File: config.mk
export PLATFORM = sky130hd
export DESIGN_NAME = card_shoe
export DESIGN_NICKNAME = d
export VERILOG_FILES = /design/src/rtl/baccarat_pkg.sv /design/src/rtl/rank_counter13.sv /design/src/rtl/card_shoe.sv
export SDC_FILE = /design/constraint.sdc
export NUM_CORES = 1
export LEC_CHECK = 0
export CORE_MARGIN = 2
export CORE_UTILIZATION = 50
export DETAILED_ROUTE_END_ITERATION = 10
export PLACE_DENSITY_LB_ADDON = 0.05
export SLEW_MARGIN = 0
export SYNTH_ARGS = -nofsm -noshare
export SYNTH_HDL_FRONTEND = slang
export SYNTH_SLANG_ARGS = --single-unit
File: constraint.sdc
create_clock -name clock -period 8.1 [get_ports clock]
set_input_delay 0.81 -clock clock [delete_from_list [all_inputs] [get_ports clock]]
set_output_delay 0.81 -clock clock [all_outputs]
set_load 0.05 [all_outputs]
File: src/rtl/baccarat_pkg.sv
// Shared types and constants for the baccarat card path.
// Holds the shoe FSM states, the card/rank limits and the rank wrap helper.
package baccarat_pkg;

    typedef enum logic [2:0] {
        FILL,
        PICK,
        PROBE,
        READY,
        EMPTY
    } shoe_state_t;

    localparam int RANK_MIN                = 1;
    localparam int RANK_MAX                = 13;
    localparam int CARDS_PER_RANK_PER_DECK = 4;
    localparam int CARDS_PER_DECK          = 52;

    function automatic logic [3:0] nextRank(input logic [3:0] rank);
        return (rank == 4'(RANK_MAX)) ? 4'(RANK_MIN) : rank + 4'd1;
    endfunction

endpackage

File: src/rtl/rank_counter13.sv
// Free-running 1..13 wrap counter; the human timing of key presses against
// this counter is the only source of randomness in card selection.
module rank_counter13
    import baccarat_pkg::*;
(
    input  logic       clock,
    input  logic       resetb,
    output logic [3:0] rank_o
);

    logic [3:0] rank_q;

    always_ff @(posedge clock or negedge resetb) begin
        if (!resetb) begin
            rank_q <= 4'(RANK_MIN);
        end else begin
            rank_q <= nextRank(rank_q);
        end
    end

    assign rank_o = rank_q;

endmodule

File: src/rtl/card_shoe.sv
// Finite multi-deck shoe: keeps one pre-drawn card presented on new_card and
// removes it from the per-rank counts when the sequencer consumes it.
module card_shoe
    import baccarat_pkg::*;
#(
    parameter int DECKS = 1
) (
    input  logic       clock,
    input  logic       resetb,
    input  logic       shuffle,
    input  logic       draw_req,
    output logic [3:0] new_card,
    output logic       card_valid,
    output logic       shoe_empty,
    output logic [8:0] cards_left
);

    localparam logic [5:0] FULL_RANK = 6'(CARDS_PER_RANK_PER_DECK * DECKS);
    localparam logic [8:0] FULL_SHOE = 9'(CARDS_PER_DECK * DECKS);

    shoe_state_t state_q;
    logic [5:0]  rankCount_q [RANK_MAX];
    logic [8:0]  cardsLeft_q;
    logic [3:0]  cand_q;
    logic [3:0]  newCard_q;
    logic        cardValid_q;
    logic        shoeEmpty_q;
    logic [3:0]  rc;

    rank_counter13 u_rankCounter (
        .clock  (clock),
        .resetb (resetb),
        .rank_o (rc)
    );

    // Outputs are registered alongside the state so they always match it:
    // valid only in READY, empty only in EMPTY.
    always_ff @(posedge clock or negedge resetb) begin
        if (!resetb) begin
            state_q     <= PICK;
            cardsLeft_q <= FULL_SHOE;
            cand_q      <= 4'(RANK_MIN);
            newCard_q   <= 4'd0;
            cardValid_q <= 1'b0;
            shoeEmpty_q <= 1'b0;
            for (int i = 0; i < RANK_MAX; i++) begin
                rankCount_q[i] <= FULL_RANK;
            end
        end else if (shuffle) begin
            // A draw coinciding with shuffle is dropped on purpose.
            state_q     <= FILL;
            newCard_q   <= 4'd0;
            cardValid_q <= 1'b0;
            shoeEmpty_q <= 1'b0;
        end else begin
            case (state_q)
                FILL: begin
                    cardsLeft_q <= FULL_SHOE;
                    for (int i = 0; i < RANK_MAX; i++) begin
                        rankCount_q[i] <= FULL_RANK;
                    end
                    state_q <= PICK;
                end
                PICK: begin
                    cand_q  <= rc;
                    state_q <= PROBE;
                end
                PROBE: begin
                    if (rankCount_q[cand_q - 4'd1] != 6'd0) begin
                        state_q     <= READY;
                        newCard_q   <= cand_q;
                        cardValid_q <= 1'b1;
                    end else begin
                        cand_q <= nextRank(cand_q);
                    end
                end
                READY: begin
                    if (draw_req) begin
                        rankCount_q[cand_q - 4'd1] <= rankCount_q[cand_q - 4'd1] - 6'd1;
                        cardsLeft_q <= cardsLeft_q - 9'd1;
                        newCard_q   <= 4'd0;
                        cardValid_q <= 1'b0;
                        if (cardsLeft_q == 9'd1) begin
                            state_q     <= EMPTY;
                            shoeEmpty_q <= 1'b1;
                        end else begin
                            state_q <= PICK;
                        end
                    end
                end
                EMPTY: begin
                    state_q <= EMPTY;
                end
                default: begin
                    state_q <= FILL;
                end
            endcase
        end
    end

    assign new_card   = newCard_q;
    assign card_valid = cardValid_q;
    assign shoe_empty = shoeEmpty_q;
    assign cards_left = cardsLeft_q;

endmodule

[After elaboration in Yosys (flattened, before gate mapping)]
Index checks and enable logic that the tools add are counted.
Storage, ports and cells
  flip-flop bits (word level): 104
  bits in latches: 0
  memory bits (writable): 0
  bits in read-only memories: 0
  input bits: 4
  logic and storage cells: 85
  memories kept: 0
Cells by class
  add/sub/neg operators: 5
  $mul: 0
  div/mod/pow operators: 0
  magnitude comparators: 2
  eq/ne operators: 11
  shift-type cells: 0
  mux-type cells: 31
  bitwise gates (word level): 2
  reduce and logical (&&, ||, !) cells: 14
Operator list (number)
  $pmux W78 S2: 1
  $bwmux W78: 1
  $mux W78: 1
  $bmux W6 S4: 1
  $demux W6 S4: 1
  $mux W4: 6
  $mux W6: 3
  $pmux W9 S2: 1
  $pmux W4 S2: 2
  $pmux W3 S5: 1
  $mux W3: 4
  $reduce_and A3 Y1: 4
  $reduce_bool A2 Y1: 5
  $eq A9 B1 Y1 const B: 1
  $mux W9: 1
  $sub A9 B1 Y9 const B: 1
  $add A4 B1 Y4 const B: 2
  $eq A4 B4 Y1 const B: 2
  $mux W1: 7
  $eq A3 B2 Y1 const B: 2
  $ne A3 B3 Y1 const B: 2
  $reduce_bool A6 Y1: 1
  $sub A6 B1 Y6 const B: 1
  $ge A5 B5 Y1 const B: 1
  12 further kinds: 13

[Longest topological paths before layout]
Gate-level depths: netlist (run 1).
  depth after elaboration: 9
  gate-level depth with buffers: 17
  depth with buffers taken out: 11

[Modules after synthesis]
From an unflattened synthesis (run 1), not the netlist that was laid out.
Second synthesis, totals
  cell total of the unflattened synthesis: 521
  area total of the unflattened synthesis: 5371.4 sq um
By module, submodules not included
  card_shoe: times used 1, cells each 507, area an instance 5202.5 sq um, seq. area each 2524.9 sq um
  rank_counter13: times used 1, cells each 14, area an instance 168.9 sq um, seq. area each 101.3 sq um

[Worst setup path after synthesis (run 1)]
OpenSTA, ideal clock, no wires.
  path type: flip-flop to flip-flop
  start point: register cand_q[0]
  end point: register cand_q[1]
  data arrival time: 4.831 ns
  data required time: 7.975 ns
  slack: 3.145 ns
  cell stages (with the launch flop): 18
  buffers on the path: 7
  period minus slack after synthesis: 4.955 ns
  path through: dfstp_2 buf_6 buf_6 buf_6 inv_1 ha_1 clkbuf_1 buf_1 mux4_2 mux2_1 a222oi_1 buf_2 ha_1 nor3b_1 and4_1 clkbuf_1 o21a_1 mux2_2
On the way
  longest elaborated chain between the ends: 8
Ends and longest elaborated chain
  start: declaration: RTL line card_shoe.sv:24  | logic [3:0] cand_q;
  start signal: assignment: RTL line card_shoe.sv:42  | cand_q <= 4'(RANK_MIN);
  start signal: assignment: RTL line card_shoe.sv:65  | cand_q <= rc;
  start signal: assignment: RTL line card_shoe.sv:74  | cand_q <= nextRank(cand_q);
  $sub A4 B1 Y4: RTL line card_shoe.sv:69  | if (rankCount_q[cand_q - 4'd1] != 6'd0) begin
  $not A4 Y5 (implied by the code): RTL line card_shoe.sv:69
  $bmux W6 S4: RTL line card_shoe.sv:69
  $mux W6 (implied by the code) (2 in series): RTL line card_shoe.sv:69
  $reduce_bool A6 Y1: RTL line card_shoe.sv:69
  $ne A2 B2 Y1 (no source line)
  $reduce_and A3 Y1 (no source line)
Parallel ways exist; a longest one is shown, timed or not. The select of a mux whose other input is x is not followed.
A chain may end at the register's enable or synchronous reset.

[Worst setup path after layout (run 1)]
  start point: register cand_q[1]
  end point: register rankCount_q[28] (netlist bit)
On the way
  longest elaborated chain between the ends: 9
Ends and longest elaborated chain
  $sub A4 B1 Y4 *: RTL line card_shoe.sv:79  | rankCount_q[cand_q - 4'd1] <= rankCount_q[cand_q - 4'd1] - 6'd1;
  $not A4 Y5 (implied by the code) *: RTL line card_shoe.sv:79
  $bmux W6 S4, or another cell as far along: RTL line card_shoe.sv:79
  $mux W6 (implied by the code) or $logic_and A1 B1 Y1 (tied branches): RTL line card_shoe.sv:79
  $mux W6 (implied by the code): RTL line card_shoe.sv:79
  $sub A6 B1 Y6 or $demux W6 S4 (tied branches): RTL line card_shoe.sv:79
  $bwmux W78 *: RTL line card_shoe.sv:79
  $mux W78 *: RTL line card_shoe.sv:78  | if (draw_req) begin
  $pmux W78 S2 *: RTL line card_shoe.sv:56  | case (state_q)
  end signal: indexed assignment: RTL line card_shoe.sv:79
  end: declaration: RTL line card_shoe.sv:22  | logic [5:0] rankCount_q [RANK_MAX];
Mark *: on every way between the ends. The rest lies on a longest branch, timed or not. The select of a mux whose other input is x is not followed.

==> results of run 1 <==
==> worst paths after layout <==
path | endpoint | depth (start not counted) | slack, ns | from
worst max-delay path | rankCount_q[28] | 11 | 3.44 | cand_q[1]
worst min-delay path | u_rankCounter.rank_o[3] | 1 | 0.38 | resetb
worst max register to register | rankCount_q[28] | 11 | 3.44 | cand_q[1]
worst min register to register | rankCount_q[46] | 2 | 0.48 | rankCount_q[46]
max in group asynchronous | cards_left[3] | 2 | 6.51 | resetb
min in group clock | rankCount_q[46] | 2 | 0.48 | rankCount_q[46]
==> logic make-up (layout without fill, tap and decap cells) <==
kind of cell / Yosys count / after routing / share of synthesized area, %
buffers and inverters: 42 / 50 / 3.82
flip-flops: 104 / 104 / 48.6
multiplexers: 22 / 22 / 8.31
adder cells (fa/ha/maj): 11 / 11 / 2.55
XOR/XNOR: 13 / 13 / 2.11
AO/OA/AOI/OAI: 142 / 142 / 19.3
AND/OR/NAND/NOR: 181 / 181 / 15.3
==> final cells by class <==
| class | count | area (µm²) |
|---|---|---|
| fillers | 917 | 4550 |
| multi-input cells | 369 | 2590 |
| repair buffers | 26 | 238 |
| clock inverters | 7 | 92.6 |
| clock buffers | 9 | 124 |
| flip-flops and latches | 104 | 2630 |
| well taps | 136 | 170 |
| inverters | 8 | 30.0 |
==> cells in the final DEF, fill, tap and decap left out, drive strengths merged, types with 10 or more instances in the layout <==
| cell type | synthesis | layout |
|---|---|---|
| a21oi | 12 | 12 |
| a22o | 36 | 36 |
| and3 | 15 | 15 |
| clkdlybuf4s50 | 0 | 17 |
| dfrtp | 85 | 85 |
| dfstp | 19 | 19 |
| ha | 11 | 11 |
| inv | 8 | 10 |
| mux4 | 18 | 18 |
| nand2 | 78 | 78 |
| nand3 | 20 | 20 |
| nor2 | 35 | 35 |
| o21ai | 38 | 38 |
| o31ai | 17 | 17 |
==> metrics by stage <==
| stage | utilization (%) | cells | setup WS [ns] | hold slack [ns] |
|---|---|---|---|---|
| after floorplan | - | 515 | 3.14 | 0.444 |
| after CTS | 56.3 | 659 | 3.50 | 0.384 |
| after global routing | 56.3 | 659 | 3.00 | 0.395 |
| after global placement | 54.3 | 643 | 3.72 | 0.457 |
| final | 56.3 | 659 | 3.44 | 0.379 |
| after detailed placement | 54.3 | 643 | 3.52 | 0.467 |
==> power by group through the flow <==
| stage | Sequential, mW | Clock, mW | Combinational [mW] |
|---|---|---|---|
| detailed placement | 0.663 | 0 | 0.894 |
| global route | 0.665 | 0.389 | 0.985 |
| CTS | 0.654 | 0.373 | 0.899 |
| finish | 0.654 | 0.362 | 0.909 |
| floorplan | 0.690 | 0 | 0.649 |
| global placement | 0.660 | 0 | 0.888 |
==> registers in the layout (all words and copies together) (netlist names) <==
name                  count
rankCount_q              78
cards_left                9
cand_q                    4
new_card                  4
u_rankCounter.rank_o      4
state_q                   3
card_valid                1
shoe_empty                1
==> routing by layer <==
metal / up-vias / global-route usage [%] / part of all wire (%)
met4: 0 / 8.33 / 2.1
met2: 139 / 37.5 / 45
met3: 29 / 6.15 / 6.0
li1: 1885 / - / -
met5: - / 0 / 0
met1: 2020 / 36.3 / 47
==> impl_metrics.json, run 1 <==
{
  "peakVddDrop_mv": 0.239,
  "timing.slew.headroom_pct": 23.1,
  "antenna_cells": 0,
  "worstPathCellList": "inv_1, ha_1, buf_4, mux4_2, mux2_1, a222oi_1, buf_4, ha_1, nand3_1, xnor2_1, o21ai_0",
  "postCtsSetupBuffers": 0,
  "path_class": "reg -> reg",
  "switchingPower_uw": 896,
  "antenna_found_initial": 0,
  "cts_max_level": 3,
  "slew_violations": 0,
  "synth-seq-cells": 104,
  "rows": 37,
  "p_leak_nw": 2.54,
  "crit_family": "compound AO/OA/AOI/OAI gates",
  "top_level_ports": 19,
  "drv_cap": 0,
  "synthArstFlopShare_pct": 100,
  "synth.most_common_cell": "dfrtp_1",
  "die_x_um": 108,
  "syn_inst": 515,
  "clockPowerShare_pct": 18.8,
  "crit_buf_inv": 3,
  "switching_share_pct": 46.5,
  "grt_remaining_overflow": 0,
  "min_period_ns": 4.66,
  "synth_top_area_share_pct": 39.4,
  "cts_buffers": 9,
  "worstPathArrival_ns": 4.90,
  "power_frac_comb_pct": 47.2,
  "cp-end-kind": "flip-flop",
  "rsz0062_at_grt": "false",
  "grt_pass1_vias": 4064,
  "synth_edf_count": 0,
  "synth_nets": 530,
  "report.final.setup_viol": 0,
  "io_buffers": 18,
  "drcViolationCount": 0,
  "critPathRequiredTime_ns": 8.34,
  "finalHoldViolCount": 0,
  "finalSetupTns_ns": 0,
  "yosysWarnings": 0,
  "synth_top_cell_by_area": "dfrtp_1",
  "ys_seq_area_share_pct": 48.6,
  "core_um2": 10400,
  "area.growth.synth_to_final_pct": 8.56,
  "synth_ff_type": "dfrtp_1",
  "synth_cell_types": 50,
  "avgRoutedWirePerCell_um": 20.3,
  "final_nets": 533,
  "cp_slowest_cell": "a222oi_1",
  "fmax_mhz": 215,
  "syn_area_um2": 5410,
  "final_cell_area_um2": 5870,
  "gp_congestion": 0.976,
  "path_clk_slew_ns": 0.10,
  "grt_pass1_wl_um": 22000,
  "firstDrtPassIters": 5,
  "hold_path_class": "in -> async",
  "status": "complete, no violations",
  "dpl-instance-area_um2": 5650,
  "dr.first_iter.drc_count": 316,
  "dieHeight_um": 108,
  "totalWireLength_um": 13300,
  "vias": 4073,
  "finClkSkew_ns": 0.0116,
  "finalCritPeriodShare_pct": 57.6,
  "worst_pin_slew_ns": 1.15,
  "start_kind": "flip-flop",
  "clock_path_buffers": 2,
  "tritoncts": "yes",
  "grt_max_degree": 67,
  "drive_above_1_share_pct": 15.9,
  "total_power_mw": 1.93,
  "worstSkewPairLatency_ns": 0.39,
  "cts_hold_buf": 0,
  "cts_resized": 0,
  "clock-sinks": 104,
  "ant_nets": 0,
  "path_max_fanout": 19,
  "routed_via_density": 6.18,
  "ys_top_cells_by_area": "dfrtp_1 (39%), dfstp_2 (9.2%), mux4_2 (7.5%), a22o_1 (5.8%), nand2_1 (5.4%)",
  "start_util_pct": 51.9,
  "synth_common_cells": "dfrtp_1 (85), nand2_1 (78), o21ai_0 (38)",
  "dp_hpwl_um": 9250,
  "die-area_um2": 11700,
  "slowest_delay_ns": 0.87,
  "intPower_mw": 1.03,
  "root_buffer": "clkbuf_8",
  "pwr_density_cell_nw_per_um2": 328,
  "syn_area_per_cell_um2": 10.5,
  "grtUsageTotal_pct": 25.1,
  "pwr-share-seq_pct": 34.0
}
(Power assumes the default switching activity.)
==> inputs of run 2 (changes only) <==
- clock period: 8.1 -> 3.92 ns (I/O delays scaled with it)
==> run 2 against run 1 <==
Routed wire length grew 1.4%. Clock power grew 150%. Non-clock buffer count grew 10. Core utilization grew 1.9 points. Critical endpoint is now rankCount_q[5]. Largest cell class is now multi-input gates. Highest routed layer unchanged.
==> impl_metrics.json, run 2 (synthesized netlist as in run 1, its figures left out) <==
{
  "io_buffers": 18,
  "grt_pass1_wl_um": 22700,
  "dr.first_iter.drc_count": 282,
  "fmax_mhz": 271,
  "die-area_um2": 11700,
  "critPathRequiredTime_ns": 4.17,
  "routed_via_density": 6.07,
  "finClkSkew_ns": 0.0182,
  "clock-sinks": 104,
  "final_cell_count_no_fill": 669,
  "final_nets": 543,
  "cts_max_level": 3,
  "gp_congestion": 0.962,
  "root_buffer": "clkbuf_8",
  "grt_pass1_vias": 4149,
  "area.growth.synth_to_final_pct": 12.2,
  "totalWireLength_um": 13500,
  "cts_buffers": 9,
  "final_common_cell": "dfrtp_1",
  "start_util_pct": 51.9,
  "largest_register_ff_count": 78,
  "clock_path_buffers": 2,
  "min_period_ns": 3.69,
  "die_x_um": 108,
  "grtUsageTotal_pct": 25.9,
  "core_um2": 10400,
  "worst_pin_slew_ns": 1.03,
  "placed_cells": 649,
  "firstDrtPassIters": 5,
  "drv_cap": 0,
  "drcViolationCount": 0,
  "final_cell_area_um2": 6060,
  "dp_hpwl_um": 9430,
  "rows": 37,
  "vias": 4061,
  "top_level_ports": 19,
  "ant_nets": 0,
  "cts_hold_buf": 0,
  "finalSetupTns_ns": 0,
  "timing.slew.headroom_pct": 31.3,
  "start_kind": "flip-flop",
  "report.final.setup_viol": 0,
  "rsz0062_at_grt": "false",
  "path_class": "reg -> reg",
  "cp-end-kind": "flip-flop",
  "antenna_found_initial": 0,
  "hold_path_class": "in -> async",
  "p_leak_nw": 2.63,
  "finalCritPeriodShare_pct": 94.2,
  "num-fill-cells": 925,
  "tritoncts": "yes",
  "pwr_density_cell_nw_per_um2": 712,
  "grt_remaining_overflow": 0,
  "top_register": "rankCount_q",
  "total_power_mw": 4.32,
  "dieHeight_um": 108,
  "status": "complete, no violations",
  "peakVddDrop_mv": 0.489,
  "antenna_cells": 0,
  "path_max_fanout": 12,
  "dpl-instance-area_um2": 5750,
  "final_cell_mix": "dfrtp_1 (85), nand2_1 (78), o21ai_0 (38)",
  "worstSkewPairLatency_ns": 0.40,
  "finalHoldViolCount": 0,
  "avgRoutedWirePerCell_um": 20.2,
  "slew_violations": 0,
  "path_clk_slew_ns": 0.11,
  "grt_max_degree": 81,
  "worstPathArrival_ns": 3.94,
  "drive_above_1_share_pct": 18.6
}
## run 2: cell types whose count changed in the layout (fill, tap and decap cells not counted), moves of 2 or more
cell	previous run	this run
buf_4	9	18
clkinv_2	3	0
bufinv_16	2	4
ha_1	11	9
ha_4	0	2
mux2_4	0	2
## run 2: worst paths after layout
check / cells past startpoint / slack, ns / endpoint / start
max: 11 / 0.23 / rankCount_q[5] / cand_q[1]
min: 1 / 0.16 / u_rankCounter.rank_o[2] / resetb
max reg2reg: 11 / 0.23 / rankCount_q[5] / cand_q[1]
min reg2reg: 2 / 0.49 / rankCount_q[13] / rankCount_q[13]
max in group asynchronous: 2 / 2.85 / rankCount_q[76] / resetb
min in group clock: 2 / 0.49 / rankCount_q[13] / rankCount_q[13]
## run 2: report_power, final
part	internal, mW	total, mW	switching, mW
registers	1.22	1.33	0.115
clock network	0.510	0.902	0.392
logic	0.706	2.09	1.38
## run 2: layout make-up
cell class,count,area [µm²],share of cell area (%)
Clock buffer,10,138,2.27
Timing Repair Buffer,36,325,5.36
Inverter,8,35.0,0.578
Clock inverter,6,138,2.27
Sequential cell,104,2630,43.3
Tap cell,136,170,2.81
Multi-Input combinational cell,369,2630,43.4
## run 2: repair_timing
item                                    CTS  global route
setup buffers                             0             4
endpoints found under the setup margin    0            14
gates resized for setup                   0             1
## run 2: stage by stage
step | util (%) | hold WS [ns] | worst slack [ns]
after global placement | 55.2 | 0.457 | 0.338
after detailed placement | 55.2 | 0.469 | 0.244
after floorplan | - | 0.0964 | -0.261
after global routing | 58.2 | 0.212 | 0.0142
after CTS | 57.9 | 0.190 | 0.221
final | 58.2 | 0.157 | 0.229
## run 2: routing by layer
metal	track usage, %	part of all wire, %	vias up
met1	36.9	46	2027
li1	-	-	1912
met2	39.6	47	107
met3	6.39	5.0	15
met5	0	0	-
met4	7.78	1.4	0
## run 2: worst max-delay path, stage by stage (launching register included)
cell      delay, ns
dfrtp_1        0.48
inv_1          0.20
ha_1           0.34
inv_1          0.09
o41ai_2        0.67
buf_4          0.29
a22o_1         0.15
a211oi_1       0.07
buf_4          0.19
and3_1         0.17
a21oi_2        0.68
o31ai_1        0.20
